===== src/rtl/column_shift_loader_if.sv =====
// Stream-side bundle of the column shift loader: serial beats in, column frames out.
// The slave modport is the loader; the master modport is the bench or upstream/downstream pair.
interface column_shift_loader_if #(
    parameter int N = 22
);
    localparam int C = 2 * N - 1;

    // Both directions use valid/ready: a transfer happens on a rising edge where
    // valid && ready are both high; a held valid keeps its payload stable.
    logic             in_valid;
    logic [C-1:0]     in_bits;
    logic             in_ready;
    logic             out_valid;
    logic             out_ready;
    logic [C*N-1:0]   out_cols;

    modport master (
        output in_valid,
        output in_bits,
        output out_ready,
        input  in_ready,
        input  out_valid,
        input  out_cols
    );

    modport slave (
        input  in_valid,
        input  in_bits,
        input  out_ready,
        output in_ready,
        output out_valid,
        output out_cols
    );
endinterface


===== src/rtl/column_shift_loader.sv =====
// Serial-to-column loader: shifts one bit per column of an NxN partial-product matrix
// each beat and hands complete column frames downstream, framed or sliding-window.
module column_shift_loader #(
    parameter int N   = 22,
    parameter int FCW = 16
) (
    input  logic                       clk,
    input  logic                       rst_n,
    input  logic                       clear,
    input  logic                       mode,
    column_shift_loader_if.slave       bus,
    output logic [FCW-1:0]             frames
);
    localparam int C  = 2 * N - 1;
    localparam int W  = C * N;
    localparam int CW = $clog2(N + 1);

    logic [W-1:0]   arr_q, arr_d;
    logic [W-1:0]   shifted;
    logic [W-1:0]   out_cols_q, out_cols_d;
    logic           out_valid_q, out_valid_d;
    logic [CW-1:0]  cnt_q, cnt_d;
    logic           amode_q, amode_d;
    logic [FCW-1:0] frames_q, frames_d;

    logic last_beat;
    logic in_ready;
    logic accept;
    logic handoff;
    logic amode_eff;

    // Each column keeps only its newest h(i) bits; slots at and above h(i) stay zero.
    for (genvar i = 0; i < C; i++) begin : g_col
        localparam int H = (i + 1 < C - i) ? (i + 1) : (C - i);
        logic [H-1:0] nxt;
        if (H == 1) begin : g_h1
            assign nxt = bus.in_bits[i];
        end else begin : g_hn
            assign nxt = {arr_q[i*N +: H-1], bus.in_bits[i]};
        end
        if (H < N) begin : g_pad
            assign shifted[i*N+H +: N-H] = '0;
        end
        assign shifted[i*N +: H] = nxt;
    end

    // A beat completes a frame when it brings cnt to N, or when a sliding window is
    // already full; framed mode never leaves cnt at N, so amode need not be consulted.
    assign last_beat = (cnt_q == CW'(N - 1)) || (cnt_q == CW'(N));
    assign in_ready  = !(last_beat && out_valid_q && !bus.out_ready);
    assign accept    = bus.in_valid && in_ready && !clear;
    assign handoff   = out_valid_q && bus.out_ready;
    assign amode_eff = (cnt_q == '0) ? mode : amode_q;

    always_comb begin
        arr_d       = arr_q;
        cnt_d       = cnt_q;
        amode_d     = amode_q;
        out_cols_d  = out_cols_q;
        out_valid_d = out_valid_q;
        frames_d    = frames_q + FCW'(handoff);

        if (handoff) begin
            out_valid_d = 1'b0;
        end

        if (clear) begin
            arr_d       = '0;
            cnt_d       = '0;
            amode_d     = 1'b0;
            out_cols_d  = '0;
            out_valid_d = 1'b0;
        end else if (accept) begin
            amode_d = amode_eff;
            if (last_beat) begin
                out_cols_d  = shifted;
                out_valid_d = 1'b1;
                if (amode_eff) begin
                    arr_d = shifted;
                    cnt_d = CW'(N);
                end else begin
                    arr_d = '0;
                    cnt_d = '0;
                end
            end else begin
                arr_d = shifted;
                cnt_d = cnt_q + CW'(1);
            end
        end
    end

    always_ff @(posedge clk or negedge rst_n) begin
        if (!rst_n) begin
            arr_q       <= '0;
            cnt_q       <= '0;
            amode_q     <= 1'b0;
            out_cols_q  <= '0;
            out_valid_q <= 1'b0;
            frames_q    <= '0;
        end else begin
            arr_q       <= arr_d;
            cnt_q       <= cnt_d;
            amode_q     <= amode_d;
            out_cols_q  <= out_cols_d;
            out_valid_q <= out_valid_d;
            frames_q    <= frames_d;
        end
    end

    assign bus.in_ready  = in_ready;
    assign bus.out_valid = out_valid_q;
    assign bus.out_cols  = out_cols_q;
    assign frames        = frames_q;
endmodule

===== src/flat_wrapper.sv =====
// flat-port wrapper written by rule: the top's interface ports become plain ports
module column_shift_loader_flat 
#(
    parameter int N   = 22,
    parameter int FCW = 16
)
  (clk, rst_n, clear, mode, frames, bus_in_valid, bus_in_bits, bus_out_ready, bus_in_ready, bus_out_valid, bus_out_cols);
  column_shift_loader_if #(.N(N)) bus_i ();
  input  logic clk;
  input  logic rst_n;
  input  logic clear;
  input  logic mode;
  output logic [FCW-1:0] frames;
  input wire logic [$bits(bus_i.in_valid)-1:0] bus_in_valid;
  input wire logic [$bits(bus_i.in_bits)-1:0] bus_in_bits;
  input wire logic [$bits(bus_i.out_ready)-1:0] bus_out_ready;
  output wire logic [$bits(bus_i.in_ready)-1:0] bus_in_ready;
  output wire logic [$bits(bus_i.out_valid)-1:0] bus_out_valid;
  output wire logic [$bits(bus_i.out_cols)-1:0] bus_out_cols;
  assign bus_i.in_valid = bus_in_valid;
  assign bus_i.in_bits = bus_in_bits;
  assign bus_i.out_ready = bus_out_ready;
  assign bus_in_ready = bus_i.in_ready;
  assign bus_out_valid = bus_i.out_valid;
  assign bus_out_cols = bus_i.out_cols;
  column_shift_loader #(.N(N), .FCW(FCW)) u_core (.clk(clk), .rst_n(rst_n), .clear(clear), .mode(mode), .bus(bus_i), .frames(frames));
endmodule

===== config.mk =====
export PLATFORM = sky130hd
export DESIGN_NAME = column_shift_loader_flat
export DESIGN_NICKNAME = d
export VERILOG_FILES = /design/src/rtl/column_shift_loader_if.sv /design/src/rtl/column_shift_loader.sv /design/src/flat_wrapper.sv
export SDC_FILE = /design/constraint.sdc
export NUM_CORES = 1
export LEC_CHECK = 0
export CORE_AREA = 2 2 398 400
export CTS_CLUSTER_DIAMETER = 120
export CTS_CLUSTER_SIZE = 40
export DETAILED_ROUTE_END_ITERATION = 8
export DIE_AREA = 0 0 400 402
export DONT_BUFFER_PORTS = 1
export PLACE_DENSITY = 0.43
export SLEW_MARGIN = 10
export SYNTH_ARGS = -nofsm -noshare
export SYNTH_HDL_FRONTEND = slang
export SYNTH_SLANG_ARGS = --single-unit

===== constraint.sdc =====
create_clock -name clk -period 2.8 [get_ports clk]
set_input_delay 0.42 -clock clk [delete_from_list [all_inputs] [get_ports clk]]
set_output_delay 0.42 -clock clk [all_outputs]
set_load 0.05 [all_outputs]

* Word-level counts from Yosys, hierarchy flattened *
Index checks and enable logic that the tools add are counted.

cells by class
  add/sub/neg operators = 2
  equal/unequal tests = 2
  muxes and demuxes = 18
  reductions and logical operators = 13

operators with widths
  operator                                      number
  2-to-1 mux 903 bit                            4
  2-to-1 mux 946 bit                            3
  2-to-1 mux 5 bit                              4
  adder 16 x 1 -> 16 bit                        1
  equality test 5 bit (second input constant)   2
  2-to-1 mux 1 bit                              7
  adder 5 x 1 -> 5 bit (second input constant)  1
  logical AND 1 bit                             5
  zero test 5 bit                               1
  nonzero test 2 bit                            2
  zero test 1 bit                               3
  AND reduction 2 bit                           1
  logical OR 1 bit                              1

word-level totals
  word-level logic and storage cells = 41
  output and inout port bits = 964
  bits in registers = 1872

* Logic depth before layout (Yosys ltp) *
  depth after elaboration = 9
  gate-level depth with buffers = 9
  mapped depth without buffers = 7

* Worst setup path after synthesis *
Ideal clock, no wire load.

  kind = flip-flop to flip-flop
  from = register u_core.cnt_q[0]
  to = register u_core.out_cols_q[0], in the netlist u_core.bus.out_cols[0]
  library setup time = 78 ps
  required time = 2722 ps
  path buffers = 2
  arrival = 1872 ps
  stages on the path, launching flop included = 9
  setup slack = 850 ps
  period minus slack after synthesis = 1950 ps
  cells stage by stage = dfrtp_1 -> inv_1 -> ha_1 -> o211a_1 -> nand4_1 -> clkbuf_1 -> clkbuf_1 -> nand2_1 -> a21oi_1

on the way
  word-level cells in the longest chain between the ends = 9
  elaborated cells between the ends (all ways) = 11

ends and longest elaborated chain
  element                            line                        RTL
  start, declared                    column_shift_loader.sv:22   logic [CW-1:0] cnt_q, cnt_d;
  start signal, assigned             column_shift_loader.sv:102  cnt_q <= cnt_d;
  equality test 5 bit                column_shift_loader.sv:49   assign last_beat = (cnt_q == CW'(N - 1)) || (cnt_q == CW'(N));
  logical OR 1 bit (*)               column_shift_loader.sv:49
  logical AND 1 bit (2 in a row)     column_shift_loader.sv:50   assign in_ready = !(last_beat && out_valid_q && !bus.out_ready);
  zero test 1 bit                    column_shift_loader.sv:50
  logical AND 1 bit (2 in a row)     column_shift_loader.sv:51   assign accept = bus.in_valid && in_ready && !clear;
  nonzero test 2 bit (no line)       -
  AND reduction 2 bit (no line) (*)  -
  end signal, assigned               column_shift_loader.sv:104  out_cols_q <= out_cols_d;
  end, declared                      column_shift_loader.sv:20   logic [W-1:0] out_cols_q, out_cols_d;

Mark *: on every way between the ends. The rest lies on a longest branch, timed or not.
A chain may end at the register's enable or synchronous reset.

* Worst setup path in the final report *
  from = register u_core.cnt_q[0]
  to = register u_core.out_cols_q[158], in the netlist u_core.bus.out_cols[158]

The elaborated chain is that of the path after synthesis.

==> impl_metrics.py <==
metrics = {
    "pwr": {
        "power_report.internal_total_w": 0.0169,
        "power.share.switching_pct": 29.5,
        "power.share.clock_pct": 33.2,
        "static-leakage-power_nw": 20.4,
        "powerDensity_nw_per_um2": 541,
        "power.combinational.fraction_pct": 9.0,
        "vdd.ir_drop.worst_mv": 0.369,
        "power_switching_w": 0.00705,
        "design_power_total_w": 0.0239,
        "seqPwrFrac_pct": 57.8,
    },
    "logic_synthesis": {
        "synth_top_cells_by_area": "sky130_fd_sc_hd__dfrtp_1 (61%), sky130_fd_sc_hd__a22o_1 (9.9%), sky130_fd_sc_hd__buf_4 (9.7%)",
        "synth_adder_area_share_pct": 0.192,
        "yosys_warnings": 0,
        "synth_area_per_cell_um2": 10.7,
        "combinational_family_with_the_most_area_after_synthesis": "compound AO/OA/AOI/OAI gates",
        "postSynthCellCount": 3655,
        "muxShareOfSynthArea_pct": 0.0289,
        "ys_seq_area_share_pct": 60.8,
        "synth_edf_count": 0,
        "synth_simple_gate_area_share_pct": 9.99,
        "ys.flop_type": "sky130_fd_sc_hd__dfrtp_1",
        "synth_top_area_cell": "sky130_fd_sc_hd__dfrtp_1",
        "synth_register_bits": 948,
        "ys_types": 38,
        "most_numerous_cell_in_the_yosys_netlist": "sky130_fd_sc_hd__nand2_1",
        "yosysTopAreaCellShare_pct": 60.8,
        "synth_xor_xnor_area_share_pct": 0.314,
        "post_synth_most_frequent_cells": "sky130_fd_sc_hd__nand2_1 (978), sky130_fd_sc_hd__dfrtp_1 (948), sky130_fd_sc_hd__buf_4 (504)",
        "share_of_async_settable_or_async_resettable_flops_after_synthesis_pct": 100,
        "syn-cell-area_um2": 39000,
        "synth_compound_gate_area_share_pct": 16.4,
    },
    "global_routing": {
        "grt.overflow.total": 0,
        "grt_pass1_wl_mm": 162,
        "number_of_global_route_vias_before_repair": 24100,
        "global_route.usage.total_pct": 12.8,
        "grt_max_degree": 493,
        "grt_antenna_before_repair": 3,
    },
    "status": {
        "failed_checks": "hold timing, slew limit",
        "outcome": "finished, violations left",
    },
    "sta": {
        "timing_worst_slew_pin_value_ns": 2.51,
        "layout_min_cycle_time_ns": 2.69,
        "period_share_pct": 96.2,
        "timing.clock.skew_ns": 0.0589,
        "number_of_pins_exceeding_their_max_slew_limit_in_the_final_report": 226,
        "top_achievable_clock_speed_mhz": 371,
        "number_of_hold_violations_in_the_final_report": 172,
        "setup-tns-final_ns": 0,
        "timing.final.setup_violations": 0,
        "setup_repair_after_global_routing_missed_its_margin": "yes",
        "hold-worst-slack_ns": -0.220,
        "maxSlewHeadroom_pct": -67.3,
    },
    "clock_tree": {
        "ctsHtreeMaxLevel": 2,
        "clock_tree.root_cell": "sky130_fd_sc_hd__clkbuf_16",
        "cts_tree": "yes",
        "clock_sinks": 948,
        "cts.reportedPaths.clkPinSlew_ns": 0.15,
        "clock_latency_of_the_later_clocked_register_in_the_worst_skew_pair_ns": 0.67,
        "cts_made_buffers": 37,
        "cts_buffer_depth": 3,
    },
    "setup_path": {
        "start_kind": "flop",
        "end_kind": "flop",
        "startpoint": "u_core.cnt_q[0]$_DFFE_PN0P_",
        "ff2ff_setup_slack_ns": 0.11,
        "worstSetupPathType": "flop to flop",
        "endpoint": "u_core.bus.out_cols[158]$_DFFE_PN0P_",
        "timing.critical_path.arrival_ns": 3.30,
        "r2r.worst_path.cells": 10,
        "critical_path_peak_fanout": 31,
        "r2r-end": "u_core.bus.out_cols[158]$_DFFE_PN0P_",
        "timing.critical_path.required_ns": 3.40,
        "crit-reg2reg-launch": "u_core.cnt_q[0]$_DFFE_PN0P_",
    },
    "placed_design": {
        "gp_routability_congestion": 0.731,
        "number_of_buffer_cells_added_on_primary_ports": 0,
        "dp.final_hpwl_mm": 66.9,
    },
    "floorplanning": {
        "num_rows": 146,
        "initial_standard_cell_utilization_of_the_core_pct": 24.8,
        "die-height_um": 402,
        "floorplan.die.width_um": 400,
        "dieArea_um2": 161000,
        "num_io_pins": 1013,
        "core_area_um2": 157000,
    },
    "detailed_routing": {
        "via_count": 25500,
        "firstDrtPassIters": 5,
        "mean_routed_wirelength_per_cell_um": 18.6,
        "route.detailed.drc": 0,
        "viasPerCell": 4.32,
        "wirelength_mm": 110,
        "drt_first_iter_violations": 1866,
        "drt.antenna.violating_nets": 0,
    },
    "hold_path": {
        "holdCritPathClass": "input port to async pin",
    },
    "cells_and_area": {
        "syn_to_final_growth_pct": 13.3,
        "post_route_cells_drive_above_1_share_pct": 4.51,
        "design.final.nets": 3851,
        "multi_input_combinational_cell_area_um2": 12300,
        "layout.area.seq_um2": 23700,
        "final_core_utilization_pct": 28.1,
        "number_of_filler_cells_placed_in_the_layout": 16400,
    },
    "job": {
        "maxCapViolations": 0,
    },
}
[cell type report]
type,count,share of cell area [%]
Clock buffer,39,2.18
Antenna cell,3,0.0170
Multi-Input combinational cell,2439,27.7
Inverter,5,0.0425
Timing Repair Buffer,365,9.54
Clock inverter,21,0.931
Tap cell,2072,5.86
Sequential cell,948,53.7
[worst min path at each step]
stage	startpoint	to	slack [ns]	cells past startpoint
after floorplan	rst_n	u_core.amode_q$_DFFE_PN0P_	0.12	0
after global placement	rst_n	u_core.bus.out_cols[155]$_DFFE_PN0P_	0.19	0
after detailed placement	u_core.arr_q[91]$_DFFE_PN0P_	u_core.arr_q[91]$_DFFE_PN0P_	0.49	1
after CTS	clear	u_core.bus.out_cols[44]$_DFFE_PN0P_	-0.23	1
after global routing	rst_n	u_core.bus.out_cols[155]$_DFFE_PN0P_	-0.16	1
final	rst_n	u_core.bus.out_cols[155]$_DFFE_PN0P_	-0.22	1
[power by group through the flow]
stage               logic, W  registers, W  clock network [W]
floorplan            0.00224        0.0141                  0
global placement     0.00176        0.0141                  0
detailed placement   0.00208        0.0141                  0
CTS                  0.00215        0.0138            0.00838
global route         0.00232        0.0138            0.00875
finish               0.00216        0.0138            0.00793
[sequential cells by signal (all words and copies together) (netlist names)]
name	flops
u_core.amode_q	1
u_core.frames	16
u_core.arr_q	441
u_core.bus.out_valid	1
u_core.bus.out_cols	484
u_core.cnt_q	5
[routing by layer]
layer | part of all wire (%) | global-route usage (%) | vias up
li1 | - | - | 11600
met1 | 42 | 16.5 | 13100
met2 | 49 | 21.0 | 621
met3 | 7.4 | 3.89 | 87
met4 | 2.2 | 3.11 | 0
met5 | 0 | 0 | -
[per-stage QoR]
step	cells	area [um^2]	setup slack [ns]	hold WS [ns]
2_1_floorplan	4116	40700	0.850	0.124
6_report	5892	44200	0.108	-0.220
4_1_cts	5797	43200	0.0204	-0.230
5_1_grt	5892	44200	-0.0275	-0.162
3_5_place_dp	5559	40000	-0.636	0.491
3_3_place_gp	5553	39800	0.348	0.186
[cell usage in the layout (no fill, tap or decap), drive strengths merged, types with 3 or more instances in the layout]
cell type	n
conb	462
dfrtp	948
a21oi	491
buf	101
diode	3
nand4	4
clkbuf	43
dlygate4sd3	260
nand2	978
nor2	8
xor2	7
xnor2	7
inv	10
ha	6
a22o	441
nand3	8
nor3	3
clkinv	14
[kinds of logic after synthesis]
| family | count (synthesis) |
|---|---|
| multiplexers | 1 |
| XOR/XNOR | 14 |
| AND/OR/NAND/NOR | 1015 |
| flip-flops | 948 |
| other | 1 |
| AO/OA/AOI/OAI | 941 |
| adder cells (fa/ha/maj) | 6 |
| buffers and inverters | 729 |
[what timing repair did]
item,CTS,global route
gates resized for setup,0,5
endpoints found under the setup margin,0,236
hold endpoints to repair,587,246
setup buffers,0,5
hold buffers,178,83
[worst max-delay path: stages, from the launching register on]
cell and delay, ns:
sky130_fd_sc_hd__dfrtp_2 0.46, sky130_fd_sc_hd__inv_1 0.10, sky130_fd_sc_hd__ha_1 0.17, sky130_fd_sc_hd__o211a_1 0.22, sky130_fd_sc_hd__and4_4 0.30, sky130_fd_sc_hd__buf_12 0.12
sky130_fd_sc_hd__buf_16 0.20, sky130_fd_sc_hd__clkbuf_16 0.26, sky130_fd_sc_hd__nand2_1 0.07, sky130_fd_sc_hd__a21oi_1 0.12, sky130_fd_sc_hd__dlygate4sd3_1 0.59
(Power assumes the default switching activity.)
